**config.mk**
```make
export PLATFORM = sky130hd
export DESIGN_NAME = oled_spi_seq
export DESIGN_NICKNAME = d
export VERILOG_FILES = /design/src/rtl/oled_spi_seq.sv
export SDC_FILE = /design/constraint.sdc
export NUM_CORES = 1
export LEC_CHECK = 0
export ABC_CLOCK_PERIOD_IN_PS = 4040
export BUFFER_PORTS_ARGS = -buffer_cell sky130_fd_sc_hd__clkbuf_2
export CAP_MARGIN = 10
export CORE_ASPECT_RATIO = 0.5
export CORE_MARGIN = 2
export CORE_UTILIZATION = 42
export CTS_CLUSTER_DIAMETER = 50
export DETAILED_ROUTE_END_ITERATION = 12
export HOLD_SLACK_MARGIN = 0.02
export PLACE_DENSITY = 0.62
export SETUP_SLACK_MARGIN = 0.1
export SLEW_MARGIN = 25
export SYNTH_ARGS = -nofsm -noshare
export SYNTH_HDL_FRONTEND = slang
export SYNTH_SLANG_ARGS = --single-unit
```
**constraint.sdc**
```tcl
create_clock -name i_clk -period 4.04 [get_ports i_clk]
set_clock_uncertainty 0.15 [all_clocks]
set_input_delay 0.808 -clock i_clk [delete_from_list [all_inputs] [get_ports i_clk]]
set_output_delay 0.808 -clock i_clk [all_outputs]
set_load 0.01 [all_outputs]
```
**src/rtl/oled_spi_seq.sv**
```systemverilog
// oled_spi_seq
//   SPI command sequencer for the PmodOLEDrgb (SSD1331). A start request in IDLE
//   latches a frame of up to MAX_BYTES bytes, plus one D/C bit per byte. The frame
//   is then shifted out MSB-first inside a single CS-low window. The SCLK half-period
//   (CLK_DIV cycles) and the idle level (CPOL) are configurable; the slave always
//   samples MOSI on the rising SCLK edge. Supports abort and zero-length frames.
//
// Ports
//   i_clk        system clock
//   i_reset      synchronous active-high reset
//   i_start      frame request, honoured only in IDLE
//   i_abort      terminates the active frame (ignored in IDLE and DONE)
//   i_num_bytes  frame length, clamped to MAX_BYTES
//   i_bytes      byte slots, slot k = [8k+7:8k], slot 0 sent first
//   i_dc_bits    bit k drives o_dc during byte k (0 = command, 1 = data)
//   o_busy       frame in progress (SETUP..HOLD)
//   o_done       one-cycle end-of-frame pulse
//   o_aborted    qualifies o_done: frame was aborted
//   o_byte_idx   index of the byte being shifted, 0 when idle
//   o_mosi       serial data
//   o_sclk       serial clock
//   o_cs         chip select, active low
//   o_dc         data/command select
module oled_spi_seq #(
  parameter int CLK_DIV   = 50,
  parameter int MAX_BYTES = 16,
  parameter bit CPOL      = 1'b1,
  localparam int CNT_W    = $clog2(MAX_BYTES + 1)
) (
  input  logic                   i_clk,
  input  logic                   i_reset,
  input  logic                   i_start,
  input  logic                   i_abort,
  input  logic [CNT_W-1:0]       i_num_bytes,
  input  logic [8*MAX_BYTES-1:0] i_bytes,
  input  logic [MAX_BYTES-1:0]   i_dc_bits,
  output logic                   o_busy,
  output logic                   o_done,
  output logic                   o_aborted,
  output logic [CNT_W-1:0]       o_byte_idx,
  output logic                   o_mosi,
  output logic                   o_sclk,
  output logic                   o_cs,
  output logic                   o_dc
);

  localparam int               DIV_W     = (CLK_DIV > 1) ? $clog2(CLK_DIV) : 1;
  localparam logic [DIV_W-1:0] DIV_LAST  = DIV_W'(CLK_DIV - 1);
  localparam logic [CNT_W-1:0] MAX_N     = CNT_W'(MAX_BYTES);
  localparam logic [3:0]       HALF_LAST = 4'd15;

  typedef enum logic [2:0] {
    ST_IDLE  = 3'd0,
    ST_SETUP = 3'd1,
    ST_SHIFT = 3'd2,
    ST_GAP   = 3'd3,
    ST_HOLD  = 3'd4,
    ST_DONE  = 3'd5
  } state_e;

  state_e                 state_q, state_d;
  logic [DIV_W-1:0]       div_q, div_d;
  logic [3:0]             half_q, half_d;      // SCLK half-period within a byte
  logic [CNT_W-1:0]       byte_q, byte_d;
  logic [CNT_W-1:0]       n_q, n_d;
  logic [8*MAX_BYTES-1:0] bytes_q, bytes_d;
  logic [MAX_BYTES-1:0]   dc_bits_q, dc_bits_d;

  logic                   busy_q, busy_d;
  logic                   done_q, done_d;
  logic                   aborted_q, aborted_d;
  logic [CNT_W-1:0]       idx_q, idx_d;
  logic                   mosi_q, mosi_d;
  logic                   sclk_q, sclk_d;
  logic                   cs_q, cs_d;
  logic                   dc_q, dc_d;

  logic                   active_s;
  logic                   div_last_s;
  logic                   abort_hit_s;
  logic [CNT_W-1:0]       n_clamp_s;
  logic [7:0]             cur_byte_s;
  logic                   cur_dc_s;

  assign active_s   = (state_q == ST_SETUP) || (state_q == ST_SHIFT) ||
                      (state_q == ST_GAP)   || (state_q == ST_HOLD);
  assign div_last_s = (div_q == DIV_LAST);
  assign n_clamp_s  = (i_num_bytes > MAX_N) ? MAX_N : i_num_bytes;

  // Outputs are derived from the next state, so the byte and D/C selection
  // must use the next-cycle frame contents (they are latched on the same edge).
  assign cur_byte_s = 8'(bytes_d >> {byte_d, 3'b000});
  assign cur_dc_s   = 1'(dc_bits_d >> byte_d);

  // State, counter and frame registers.
  always_ff @(posedge i_clk) begin
    if (i_reset) begin
      state_q   <= ST_IDLE;
      div_q     <= '0;
      half_q    <= 4'd0;
      byte_q    <= '0;
      n_q       <= '0;
      bytes_q   <= '0;
      dc_bits_q <= '0;
    end else begin
      state_q   <= state_d;
      div_q     <= div_d;
      half_q    <= half_d;
      byte_q    <= byte_d;
      n_q       <= n_d;
      bytes_q   <= bytes_d;
      dc_bits_q <= dc_bits_d;
    end
  end

  // Next-state, timing counters and frame latch.
  always_comb begin
    state_d     = state_q;
    div_d       = div_q;
    half_d      = half_q;
    byte_d      = byte_q;
    n_d         = n_q;
    bytes_d     = bytes_q;
    dc_bits_d   = dc_bits_q;
    abort_hit_s = 1'b0;
    if (active_s && i_abort) begin
      // Abort takes priority over every phase expiry, including the end of HOLD.
      state_d     = ST_DONE;
      abort_hit_s = 1'b1;
    end else begin
      case (state_q)
        ST_IDLE: begin
          if (i_start) begin
            bytes_d   = i_bytes;
            dc_bits_d = i_dc_bits;
            n_d       = n_clamp_s;
            div_d     = '0;
            half_d    = 4'd0;
            byte_d    = '0;
            if (n_clamp_s == '0) begin
              state_d = ST_DONE;
            end else begin
              state_d = ST_SETUP;
            end
          end else begin
            state_d = ST_IDLE;
          end
        end
        ST_SETUP, ST_GAP: begin
          if (div_last_s) begin
            state_d = ST_SHIFT;
            div_d   = '0;
          end else begin
            div_d = div_q + DIV_W'(1);
          end
        end
        ST_SHIFT: begin
          if (!div_last_s) begin
            div_d = div_q + DIV_W'(1);
          end else begin
            div_d = '0;
            if (half_q != HALF_LAST) begin
              half_d = half_q + 4'd1;
            end else begin
              half_d = 4'd0;
              if (byte_q == (n_q - CNT_W'(1))) begin
                state_d = ST_HOLD;
              end else begin
                state_d = ST_GAP;
                byte_d  = byte_q + CNT_W'(1);
              end
            end
          end
        end
        ST_HOLD: begin
          if (div_last_s) begin
            state_d = ST_DONE;
            div_d   = '0;
          end else begin
            div_d = div_q + DIV_W'(1);
          end
        end
        ST_DONE: begin
          state_d = ST_IDLE;
        end
        default: begin
          state_d = ST_IDLE;
        end
      endcase
    end
  end

  // Output decode from the next state; the result is registered below.
  always_comb begin
    busy_d    = 1'b0;
    done_d    = 1'b0;
    aborted_d = 1'b0;
    idx_d     = '0;
    mosi_d    = mosi_q;
    sclk_d    = CPOL;
    cs_d      = 1'b1;
    dc_d      = dc_q;
    case (state_d)
      ST_IDLE: begin
        idx_d = '0;
      end
      ST_SETUP: begin
        cs_d   = 1'b0;
        busy_d = 1'b1;
        dc_d   = cur_dc_s;
        mosi_d = cur_byte_s[7];
      end
      ST_SHIFT: begin
        cs_d   = 1'b0;
        busy_d = 1'b1;
        idx_d  = byte_d;
        // Odd half-periods are SCLK high, so rising edges fall on odd halves for
        // either CPOL. MOSI moves at the start of even halves (a falling edge) and
        // carries bit 7-(half/2), i.e. the inverted half[3:1].
        sclk_d = half_d[0];
        mosi_d = cur_byte_s[~half_d[3:1]];
      end
      ST_GAP: begin
        cs_d   = 1'b0;
        busy_d = 1'b1;
        idx_d  = byte_d;
        dc_d   = cur_dc_s;
        mosi_d = cur_byte_s[7];
      end
      ST_HOLD: begin
        cs_d   = 1'b0;
        busy_d = 1'b1;
        idx_d  = byte_d;
      end
      ST_DONE: begin
        done_d    = 1'b1;
        aborted_d = abort_hit_s;
      end
      default: begin
        idx_d = '0;
      end
    endcase
  end

  // Output registers.
  always_ff @(posedge i_clk) begin
    if (i_reset) begin
      busy_q    <= 1'b0;
      done_q    <= 1'b0;
      aborted_q <= 1'b0;
      idx_q     <= '0;
      mosi_q    <= 1'b0;
      sclk_q    <= CPOL;
      cs_q      <= 1'b1;
      dc_q      <= 1'b0;
    end else begin
      busy_q    <= busy_d;
      done_q    <= done_d;
      aborted_q <= aborted_d;
      idx_q     <= idx_d;
      mosi_q    <= mosi_d;
      sclk_q    <= sclk_d;
      cs_q      <= cs_d;
      dc_q      <= dc_d;
    end
  end

  assign o_busy     = busy_q;
  assign o_done     = done_q;
  assign o_aborted  = aborted_q;
  assign o_byte_idx = idx_q;
  assign o_mosi     = mosi_q;
  assign o_sclk     = sclk_q;
  assign o_cs       = cs_q;
  assign o_dc       = dc_q;

endmodule

```
# == After elaboration in Yosys (flattened, before gate mapping) ==
# Index checks and enable logic that the tools add are counted.
# op_classes
n_eq_ne,13
div,0
bitwise,5
add_sub_neg,4
n_shift,2
mux,37
n_mul,0
n_reduce_logical,18
order_cmp,2
# op_table
cell,n
128-bit two-way mux,3
128-bit by 8-bit >> shifter with 8-bit output,1
16-bit two-way mux,3
5-bit two-way mux,6
3-bit two-way mux,8
4-bit two-way mux,4
16-bit by 5-bit >> shifter with 1-bit output,1
3-bit by 2-bit == test with 1-bit output (second input constant),4
6-bit two-way mux,2
3-bit one-hot mux with 4 select lines,1
6-bit one-hot mux with 2 select lines,1
5-bit one-hot mux with 2 select lines,1
2-bit OR reduction,5
3-bit == test (second input constant),3
4-bit one-hot mux with 2 select lines,1
4-bit OR reduction,2
6-bit by 1-bit adder with 6-bit output (second input constant),1
3-bit by 1-bit == test with 1-bit output (second input constant),2
6-bit == test (second input constant),1
3-bit AND reduction,2
5-bit by 1-bit adder with 5-bit output (second input constant),1
5-bit == test,1
5-bit greater-than comparator (second input constant),1
5-bit logical NOT,1
other kinds (15),25
# word_totals
reg_bits,179
latch_bits,0
mem_bits_rw,0
out_inout_bits,12
word_cells,96
romBits,0
mem_count,0
inputBits,153

# == Logic depth before layout (Yosys ltp) ==
# logic_depth
ltp_word,11
ltp_mapped,17
mapped_depth_nobuf,13

# == Least setup slack after synthesis ==
# OpenSTA, ideal clock, no wires.
# synth_timing
path_type,reg2reg
start,register n_q[0]
end,register mosi_q (netlist: o_mosi)
stages_incl_launch_ff,15
setup_ns,0.064
path_slack_ns,0.547
period_less_slack_ns,3.493
arrival_time_ns,3.279
required_ns,3.826
n_path_buf,1
path_cell_list,dfxtp_1 > inv_1 > ha_1 > and3_4 > o21bai_4 > nand3_4 > o311a_4 > or2_1 > buf_6 > a2111oi_0 > nor4_1 > or4_4 > a2111oi_4 > nand2_1 > nand4_1
# synth_between
elab_chain_cells,11
word_cells_on_any_way,21
cone_classes,add/sub: 1; eq/ne: 4; shift: 1; mux: 13; reduce/logical: 2
# synth_rtl
item,line,source
start: declaration,65,"logic [CNT_W-1:0] n_q, n_d;"
start signal: assignment,110,n_q <= n_d;
5-bit by 1-bit subtractor with 5-bit output *,166,if (byte_q == (n_q - CNT_W'(1))) begin
5-bit == test *,166,
5-bit two-way mux,166,
5-bit two-way mux,162,if (half_q != HALF_LAST) begin
5-bit two-way mux,158,if (!div_last_s) begin
5-bit one-hot mux with 2 select lines,131,case (state_q)
5-bit two-way mux,126,if (active_s && i_abort) begin
128-bit by 8-bit >> shifter with 8-bit output,92,"assign cur_byte_s = 8'(bytes_d >> {byte_d, 3'b000});"
1-bit binary-select mux with 3-bit select,221,mosi_d = cur_byte_s[~half_d[3:1]];
1-bit two-way mux (implied by the code),221,
1-bit one-hot mux with 2 select lines,203,case (state_d)
end signal: assignment,261,mosi_q <= mosi_d;
end: declaration,73,"logic mosi_q, mosi_d;"
# Mark *: on every way between the ends. The rest lies on a longest branch, timed or not. The select of a mux whose other input is x is not followed.
# A chain may end at the register's enable or synchronous reset.

# == Worst setup path after layout ==
# layout_timing
start,register n_q[1]
end,register mosi_q (netlist: o_mosi)
# The elaborated chain is that of the path after synthesis.

==> metrics.csv <==
stage,metric,value,unit
power,peakVddDrop,0.257,mV
sta,post-route-min-period,3.74,ns
floorplan,core,22700,um2
worst_setup_path,crit_type,flip-flop to flip-flop,
cells_and_area,layout-drive-gt1-share,21.2,%
worst_setup_path,crit_path_end_kind,flip-flop,
global_routing,grt_pass1_vias,10100,
global_routing,grt_usage,28.1,%
placement,place_area,11000,um2
synthesis,avgSynthCellArea,7.17,um2
cells_and_area,fill_cells,2261,
floorplan,chipHeight,111,um
placement,finalWeightedCongestion,0.932,
worst_setup_path,cp-start-kind,flip-flop,
synthesis,synthCells,1344,
detailed_routing,drtIter0Drc,845,
floorplan,start_util,42.5,%
synthesis,synth_enable_flop_cells,0,
global_routing,grt.busiest_layer,met2,
sta,max_freq,0.267,GHz
clocking,clockRootBuffer,clkbuf_16,
synthesis,synth_cell_types,74,
synthesis,synth_area,9640,um2
sta,slew_headroom,49.5,%
synthesis,synth.ff_latch_count,179,
global_routing,grt_use_met2,44.4,%
sta,rsz0062_at_grt,false,
power,p_leak,4.70,nW
global_routing,grt_use_met1,39.1,%
detailed_routing,via_count,10500,
sta,finalCritPeriodShare,92.7,%
global_routing,grt_pass1_wl,53.8,mm
placement,io_buffers,164,
sta,tightest_slew,0.747,ns
cells_and_area,area_growth,22.4,%
placement,dp.cells,1772,
worst_setup_path,crit_top_cell,a2111oi_0,
global_routing,antenna_found_initial,0,
sta,finalHoldViolCount,0,
worst_setup_path,max_stage_delay,0.49,ns
sta,setup_viol,0,
worst_setup_path,r2r_slack,0.30,ns
worst_setup_path,crit_fanout,8,
synthesis,synth_top_flop_cell,dfxtp_1,
clocking,max-clock-path-buffers,2,
synthesis,yosysWarnings,0,
synthesis,synth_top_area_share,37.2,%
job,max-cap-violations,0,
synthesis,async_reset_ff_share,0,%
floorplan,dieWidth,218,um
worst_setup_path,reg2reg_depth,14,
cells_and_area,layout.cells.non_filler,1815,
clocking,worstSkewPairLatency,0.46,ns
global_routing,overflow,0,
synthesis,synth_fp_nets,1502,
detailed_routing,wire_per_inst,18.6,um
worst_setup_path,required,4.29,ns
detailed_routing,via_per_inst,5.77,
detailed_routing,drc_errors,0,
status,outcome,"complete, no violations",
sta,hold_ws,0.308,ns
clocking,htreeDepth,4,
global_routing,grt_max_degree,76,
detailed_routing,firstDrtPassIters,6,
floorplan,rows,39,
sta,setup_tns,0,ns
floorplan,die-area,24200,um2
clocking,numCtsBuffers,17,
worst_hold_path,holdPathStages,2,
worst_setup_path,path_cells,inv_1 -> ha_1 -> and3_4 -> o21bai_4 -> nand3_4 -> o311a_4 -> or2_1 -> buf_4 -> a2111oi_0 -> a2111oi_0 -> or4_4 -> a2111oi_4 -> nand2_1 -> nand4_1,
global_routing,grtUsageMet3,5.51,%
synthesis,synthTopCellsByArea,"dfxtp_1 37%, nand2_1 14%, a21oi_1 8.5%",
worst_setup_path,cp.arrival,3.99,ns
worst_setup_path,slowest_stage,or4_4,
worst_hold_path,hold_path.class,flip-flop to flip-flop,
clocking,clk_pin_slew,0.07,ns
clocking,clkSinkCount,179,
sta,slew_viol_final,0,
power,power_density,381,nW/um2
floorplan,io_pins,165,
cells_and_area,fin_nets,1652,
detailed_routing,wl,33.8,mm
synthesis,synth-seq-area-share,37.2,%
detailed_routing,ant_nets,0,
placement,place.detailed.hpwl,24.3,mm
synthesis,synth.largest_area_cell,dfxtp_1,
clocking,tritoncts,done,
cells_and_area,postLayoutCellArea,11800,um2
per-stage QoR:
step                      total power, mW  util [%]  setup slack, ns
after global placement               2.84      48.6           0.0505
final                                4.50      52.0            0.296
after global routing                 4.71      52.0            0.134
after detailed placement             2.86      48.6           0.0702
after floorplan                      2.55         -            0.547
after CTS                            4.50      51.1            0.126
worst max-delay path, delay by kind of cell (launching register included):
| kind | cells | cell delay, ns |
|---|---|---|
| AO/OA/AOI/OAI | 5 | 1.51 |
| adder cells (fa/ha/maj) | 1 | 0.22 |
| buffers and inverters | 2 | 0.23 |
| flip-flops | 1 | 0.37 |
| AND/OR/NAND/NOR | 6 | 1.20 |
cell type report:
type | count | area, um2 | share of cell area [%]
repair buffers | 248 | 1530 | 13.0
diodes | 1 | 2.50 | 0.0212
clock buffers | 20 | 437 | 3.70
inverters | 19 | 71.3 | 0.605
clock inverters | 12 | 130 | 1.10
flip-flops and latches | 179 | 3590 | 30.4
multi-input cells | 1029 | 5650 | 47.9
well taps | 307 | 384 | 3.26
final timing paths:
path               start          end
max               n_q[1]       o_mosi
min          bytes_q[45]  bytes_q[45]
max reg2reg       n_q[1]       o_mosi
min reg2reg  bytes_q[45]  bytes_q[45]
per-layer routing:
layer / up-vias / share of wire [%] / routed length, um
met1: 5038 / 46 / 15400
met4: 0 / 1.8 / 601
met3: 54 / 6.7 / 2280
met5: - / 0 / 0
met2: 343 / 46 / 15400
li1: 5045 / - / -
cell families after synthesis:
family / Yosys count / share of synthesized area (%)
flops: 179 / 37.2
buf+inv: 136 / 5.71
xor+xnor: 11 / 1.08
compound gates: 331 / 22.8
fa+ha+maj: 5 / 0.649
simple gates: 667 / 30.9
mux: 15 / 1.73
cells in the mapped netlist (3+ instances only):
| library cell | instances |
|---|---|
| o211ai_1 | 17 |
| nand3b_1 | 14 |
| a31oi_1 | 13 |
| or3_1 | 15 |
| and2_1 | 6 |
| nor2_1 | 95 |
| mux2_2 | 3 |
| a41o_1 | 4 |
| nand4_1 | 16 |
| nor3_1 | 46 |
| inv_1 | 19 |
| a2111oi_0 | 25 |
| a21oi_1 | 164 |
| a221oi_1 | 8 |
| nand3_1 | 49 |
| xnor2_1 | 5 |
| o311ai_0 | 10 |
| nor4_1 | 34 |
| ha_1 | 5 |
| a211o_1 | 3 |
| and3_1 | 3 |
| or4_1 | 3 |
| dfxtp_1 | 179 |
| o21ai_0 | 18 |
| xor2_1 | 5 |
| mux2i_1 | 11 |
| o31ai_1 | 19 |
| nand2_1 | 369 |
| a211oi_2 | 3 |
| clkbuf_1 | 80 |
| buf_2 | 19 |
| buf_1 | 15 |
| o31a_1 | 15 |
cells in the final DEF, fill, tap and decap left out, types with 14 or more instances in the layout:
master     count
a21oi_1      163
nand2_1      368
buf_4         77
nor2_1        93
o31a_1        15
inv_1         19
or3_1         15
clkbuf_2     163
dfxtp_1      177
nor3_1        45
a2111oi_0     15
clkbuf_16     17
o211ai_1      17
nand4_1       16
nor4_1        34
nand3_1       49
nand3b_1      14
o21ai_0       16
o31ai_1       19
repair_timing:
item,4_1_cts,5_1_grt
gates resized for setup,3,32
setup endpoints to repair,1,2
hold buffers,0,0
setup buffers,0,10
pin swaps,0,5
cloned,0,0
state kept, by name, indices dropped and copies added (netlist names):
register    flops
bytes_q       128
dc_bits_q      16
div_q           6
byte_q          5
n_q             5
o_byte_idx      5
half_q          4
state_q         3
o_aborted       1
o_busy          1
o_cs            1
o_dc            1
o_done          1
o_mosi          1
o_sclk          1
report_power, final:
part,leakage (nW),switching (mW),internal [mW]
sequential,1.47,0.102,1.90
combinational,2.96,0.520,0.321
clock,0.280,0.743,0.913
Power figures use the tool's default switching activity.
